===== src/rtl/exe_stage.sv =====
// Execute stage of the 16-bit RSA ASIP: single-cycle add/sub, a sequential
// multiply-low / modulo unit, and jump resolution against a registered zero flag.
module exe_stage #(
    parameter int ARQ = 16
) (
    input  logic           clk,
    input  logic           rst,
    input  logic           valid_in,
    input  logic [ARQ-1:0] src1_in,
    input  logic [ARQ-1:0] src2_in,
    input  logic [ARQ-1:0] imm_in,
    input  logic [ARQ-1:0] srcdest_in,
    input  logic           mux_exe_in,
    input  logic [1:0]     alu_op_in,
    input  logic           wb_enable_in,
    input  logic           rd_mem_en_in,
    input  logic           wr_mem_en_in,
    input  logic           mux_mem_in,
    input  logic           jenable_in,
    input  logic           jop_lsb_in,
    input  logic [12:0]    jaddr_in,
    output logic [ARQ-1:0] res_out,
    output logic [ARQ-1:0] srcdest_out,
    output logic           wb_enable_out,
    output logic           rd_mem_en_out,
    output logic           wr_mem_en_out,
    output logic           mux_mem_out,
    output logic           valid_out,
    output logic           jtaken_out,
    output logic [12:0]    jaddr_out,
    output logic           zero_out,
    output logic           stall_out
);
    localparam int CW = $clog2(ARQ);

    typedef enum logic {IDLE, BUSY} state_t;

    state_t         state_q, state_d;
    logic [CW-1:0]  cnt_q, cnt_d;
    logic           op_mod_q, op_mod_d;
    logic [ARQ-1:0] a_q, a_d, b_q, b_d, acc_q, acc_d;
    logic [ARQ-1:0] pend_sd_q, pend_sd_d;
    logic [3:0]     pend_ctl_q, pend_ctl_d;
    logic [ARQ-1:0] res_q, res_d, srcdest_q, srcdest_d;
    logic [3:0]     ctl_q, ctl_d;
    logic           valid_q, valid_d, jtaken_q, jtaken_d, zero_q, zero_d;
    logic [12:0]    jaddr_q, jaddr_d;

    logic [ARQ-1:0] opb, alu_res, mul_next, rem_next, iter_res;
    logic [ARQ:0]   rem_sh;
    logic           rem_ge;

    // One iteration of either unit; a_q supplies dividend bits MSB-first for mod.
    always_comb begin
        opb      = mux_exe_in ? imm_in : src2_in;
        alu_res  = alu_op_in[0] ? (src1_in - opb) : (src1_in + opb);
        mul_next = b_q[0] ? (acc_q + a_q) : acc_q;
        rem_sh   = {acc_q, a_q[ARQ-1]};
        rem_ge   = (rem_sh >= {1'b0, b_q});
        rem_next = rem_ge ? (rem_sh[ARQ-1:0] - b_q) : rem_sh[ARQ-1:0];
        iter_res = op_mod_q ? rem_next : mul_next;
    end

    always_comb begin
        state_d    = state_q;
        cnt_d      = cnt_q;
        op_mod_d   = op_mod_q;
        a_d        = a_q;
        b_d        = b_q;
        acc_d      = acc_q;
        pend_sd_d  = pend_sd_q;
        pend_ctl_d = pend_ctl_q;
        res_d      = res_q;
        srcdest_d  = srcdest_q;
        ctl_d      = ctl_q;
        zero_d     = zero_q;
        jaddr_d    = jaddr_q;
        valid_d    = 1'b0;
        jtaken_d   = 1'b0;
        case (state_q)
            IDLE: begin
                if (valid_in) begin
                    if (jenable_in) begin
                        jtaken_d = ~jop_lsb_in | zero_q;
                        jaddr_d  = jaddr_in;
                    end else if (!alu_op_in[1]) begin
                        res_d     = alu_res;
                        zero_d    = (alu_res == '0);
                        srcdest_d = srcdest_in;
                        ctl_d     = {wb_enable_in, rd_mem_en_in, wr_mem_en_in, mux_mem_in};
                        valid_d   = 1'b1;
                    end else begin
                        state_d    = BUSY;
                        cnt_d      = '0;
                        op_mod_d   = alu_op_in[0];
                        a_d        = src1_in;
                        b_d        = opb;
                        acc_d      = '0;
                        pend_sd_d  = srcdest_in;
                        pend_ctl_d = {wb_enable_in, rd_mem_en_in, wr_mem_en_in, mux_mem_in};
                    end
                end
            end
            BUSY: begin
                a_d   = a_q << 1;
                b_d   = op_mod_q ? b_q : (b_q >> 1);
                acc_d = iter_res;
                cnt_d = cnt_q + CW'(1);
                if (cnt_q == CW'(ARQ-1)) begin
                    state_d   = IDLE;
                    res_d     = iter_res;
                    zero_d    = (iter_res == '0);
                    srcdest_d = pend_sd_q;
                    ctl_d     = pend_ctl_q;
                    valid_d   = 1'b1;
                end
            end
            default: state_d = IDLE;
        endcase
    end

    always_ff @(posedge clk) begin
        if (rst) begin
            state_q    <= IDLE;
            cnt_q      <= '0;
            op_mod_q   <= 1'b0;
            a_q        <= '0;
            b_q        <= '0;
            acc_q      <= '0;
            pend_sd_q  <= '0;
            pend_ctl_q <= '0;
            res_q      <= '0;
            srcdest_q  <= '0;
            ctl_q      <= '0;
            zero_q     <= 1'b0;
            jaddr_q    <= '0;
            valid_q    <= 1'b0;
            jtaken_q   <= 1'b0;
        end else begin
            state_q    <= state_d;
            cnt_q      <= cnt_d;
            op_mod_q   <= op_mod_d;
            a_q        <= a_d;
            b_q        <= b_d;
            acc_q      <= acc_d;
            pend_sd_q  <= pend_sd_d;
            pend_ctl_q <= pend_ctl_d;
            res_q      <= res_d;
            srcdest_q  <= srcdest_d;
            ctl_q      <= ctl_d;
            zero_q     <= zero_d;
            jaddr_q    <= jaddr_d;
            valid_q    <= valid_d;
            jtaken_q   <= jtaken_d;
        end
    end

    assign res_out       = res_q;
    assign srcdest_out   = srcdest_q;
    assign wb_enable_out = ctl_q[3];
    assign rd_mem_en_out = ctl_q[2];
    assign wr_mem_en_out = ctl_q[1];
    assign mux_mem_out   = ctl_q[0];
    assign valid_out     = valid_q;
    assign jtaken_out    = jtaken_q;
    assign jaddr_out     = jaddr_q;
    assign zero_out      = zero_q;
    assign stall_out     = (state_q == BUSY);
endmodule


===== config.mk =====
export PLATFORM = sky130hd
export DESIGN_NAME = exe_stage
export DESIGN_NICKNAME = d
export VERILOG_FILES = /design/src/rtl/exe_stage.sv
export SDC_FILE = /design/constraint.sdc
export NUM_CORES = 1
export LEC_CHECK = 0
export ABC_AREA = 1
export CAP_MARGIN = 20
export CORE_MARGIN = 3
export CORE_UTILIZATION = 49
export DETAILED_ROUTE_END_ITERATION = 8
export GPL_ROUTABILITY_DRIVEN = 0
export MAX_ROUTING_LAYER = met4
export PLACE_DENSITY = 0.77
export SYNTH_ARGS = -nofsm -noshare
export SYNTH_HDL_FRONTEND = slang
export SYNTH_SLANG_ARGS = --single-unit

===== constraint.sdc =====
create_clock -name clk -period 3.6 [get_ports clk]
set_input_delay 0.72 -clock clk [delete_from_list [all_inputs] [get_ports clk]]
set_output_delay 0.72 -clock clk [all_outputs]
set_load 0.01 [all_outputs]

==> flow_metrics.tcl <==
set metrics [dict create \
    nFillCells 1425 \
    cp_num_buf_inv 3 \
    grt_pass1_vias 8902 \
    p_seq_frac 0.330 \
    drt_wl_total_mm 28.3 \
    worst_path_max_delay_cell "ha_1" \
    drtIter0Drc 782 \
    start_util 0.510 \
    ys_top_cells_by_count "427 x nand2_1, 144 x inv_1, 126 x dfxtp_1" \
    die_area_mm2 0.0192 \
    ir_drop_mv 0.329 \
    tightest_slew_ns 0.852 \
    syn_area_mm2 0.00861 \
    via_per_inst 5.48 \
    clockBufferDepth 2 \
    area_growth_pct 33.3 \
    io_buffers 141 \
    p_clk_frac 0.356 \
    skew_ns 0.0157 \
    cp_max_fo 6 \
    rows 47 \
    crit_family "simple AND/OR/NAND/NOR gates" \
    outcome "completed" \
    n_antenna_cell 0 \
    cts_hold_buf 0 \
    p_sw_uw 1610 \
    final_antenna_net_count 0 \
    grt_pass1_wl_mm 44.6 \
    min_period_ns 3.52 \
    synthMostInstantiatedCell "nand2_1" \
    synthCells 1367 \
    nets 1701 \
    cp.required_ns 3.95 \
    power.density_mw_per_mm2 404 \
    die_x_um 139 \
    drive_above_1_share 0.116 \
    clk_pin_slew_ns 0.06 \
    ys_warn_count 0 \
    hold_viol 0 \
    ys_seq_area_frac 0.293 \
    p_sw_frac 0.346 \
    cts_buffers 17 \
    pwr-share-comb 0.314 \
    htreeDepth 4 \
    root_buffer "clkbuf_16" \
    cts_tree "built" \
    synth_cell_types 43 \
    synth_ff_type "dfxtp_1" \
    drt-wirelength-per-cell_um 15.8 \
    syn_area_per_cell_um2 6.30 \
    grt-ovfl-total 0 \
    hpwl_mm 21.4 \
    ys_async_sr_fraction 0 \
    r2r_slack_ns 0.48 \
    design.core.area_mm2 0.0169 \
    hold_path_class "flip-flop to flip-flop" \
    first_pass_iters 5 \
    synth_top_area_share 0.293 \
    syn_nets 1507 \
    die_h_um 139 \
    crit_type "input pin to flip-flop" \
    path_common_cell "nand2_1" \
    finalSetupViolCount 0 \
    cp-end-kind "flip-flop" \
    final_core_util 0.680 \
    leakage_uw 0.00538 \
    ys_seq_elements 126 \
    fmax_mhz 284 \
    synth_edf_count 0 \
    grt_max_degree 46 \
    cts.sinks 126 \
    p_int_uw 3040 \
    arrival_ns 3.88 \
    num_vias 9833 \
    netlist_top_cells_area "dfxtp_1 29%, nand2_1 19%, ha_1 7.0%" \
    grt.total_usage 0.289 \
    clock_latency_ns 0.42 \
    pin_count 142 \
    yosys.area.top_type "dfxtp_1" \
    slew-limit-headroom 0.430 \
    max_stage_delay_ns 0.36 \
    grt_antenna_before_repair 0 \
    p_total_uw 4640 \
    cp-start-kind "input pin" \
    worstPathCellList "dlygate4sd2_1, nand2_1, o21a_1, inv_1, ha_2, nand2_2, nor2_4, nand3_4, nor2_4, a21oi_2, xor2_1, ha_1, a21o_1, nand3_1, nand2_1, inv_1, nand2_2, xnor2_2, nand3_1, nor2_2, nand4_1, nand2_1, nor2_1, nor2_1" \
    drc 0 \
    period_share 0.979 \
    slew_viol_final 0 \
    whs_ns 0.444 \
    drv_cap 0 \
]
[worst paths after layout]
| kind | startpoint | to | depth (start not counted) |
|---|---|---|---|
| setup / recovery | mux_exe_in | zero_out | 24 |
| hold / removal | jaddr_out[7] | jaddr_out[7] | 2 |
| setup reg to reg | acc_q[6] | zero_out | 16 |
| hold reg to reg | jaddr_out[7] | jaddr_out[7] | 2 |
[timing repair]
action                     4_1_cts  5_1_grt
resized for setup                2       42
pin swaps                        1       37
setup endpoints to repair        1        6
cloned                           0        0
setup buffers                    0        4
[through the flow]
step | setup TNS (ns) | std cells | setup WS [ns] | area, µm²
after CTS | 0 | 1790 | 0.0986 | 11300
after detailed placement | -2.64 | 1758 | -0.460 | 10700
final | 0 | 1794 | 0.0755 | 11500
after floorplan | 0 | 1367 | 0.204 | 8610
after global placement | -1.62 | 1758 | -0.330 | 10700
after global routing | -0.128 | 1794 | -0.128 | 11500
[logic make-up (layout without fill, tap and decap cells)]
group | Yosys count | after routing | share of synthesized area
compound gates | 278 | 278 | 0.177
mux | 2 | 2 | 0.00232
xor+xnor | 26 | 26 | 0.0264
fa+ha+maj | 51 | 51 | 0.0767
buf+inv | 207 | 414 | 0.0957
flops | 126 | 126 | 0.293
simple gates | 677 | 677 | 0.329
[flip-flops by register name, summed over array words and instances (netlist names)]
register,flops
a_q,16
acc_q,16
b_q,16
cnt_q,4
ctl_q,4
jaddr_out,13
jtaken_out,1
op_mod_q,1
pend_ctl_q,4
pend_sd_q,16
res_out,16
srcdest_out,16
stall_out,1
valid_out,1
zero_out,1
[placed cells by master, fill, tap and decap left out, types with 6 or more instances in the layout]
master | Yosys | layout
xor2_1 | 22 | 20
dfxtp_1 | 126 | 125
a31oi_1 | 55 | 55
nand2_2 | 8 | 15
nand2_1 | 427 | 420
ha_1 | 48 | 46
nand3_1 | 118 | 116
a21oi_1 | 98 | 91
inv_1 | 144 | 143
nand4_1 | 9 | 9
o21ai_0 | 98 | 94
a21oi_2 | 2 | 9
buf_4 | 2 | 93
clkdlybuf4s50_1 | 0 | 137
o21ai_1 | 4 | 6
nand3b_1 | 6 | 6
inv_6 | 0 | 6
clkbuf_16 | 0 | 17
a21o_1 | 6 | 6
nor2_1 | 87 | 82
[routing by layer]
metal / vias up / part of all wire / track usage
met5: - / 0 / -
met4: 0 / 0.023 / 0.0749
met3: 61 / 0.083 / 0.0438
met2: 429 / 0.46 / 0.453
met1: 4461 / 0.44 / 0.392
li1: 4882 / - / -
[worst register-to-register path, delay by kind of cell (launching register included)]
family,cells,cell delay [ns]
simple gates,12,1.80
flops,1,0.50
fa+ha+maj,1,0.35
buf+inv,2,0.19
compound gates,1,0.19
[layout make-up]
| cell class | instances | area [µm²] | area share |
|---|---|---|---|
| sequential | 126 | 2520 | 0.220 |
| inverter | 147 | 552 | 0.0481 |
| clock inverter | 15 | 150 | 0.0131 |
| multi-input combinational | 1034 | 5420 | 0.473 |
| tap | 220 | 275 | 0.0240 |
| clock buffer | 17 | 425 | 0.0371 |
| timing repair buffer | 235 | 2130 | 0.185 |
[power groups by stage]
stage,Clock (µW),Sequential (µW),Combinational [µW]
final,1650,1530,1460
after global routing,1720,1540,1610
after CTS,1660,1530,1380
after detailed placement,0,1560,1370
after global placement,0,1560,1350
after floorplan,0,1560,813
Power figures use the tool's default switching activity.
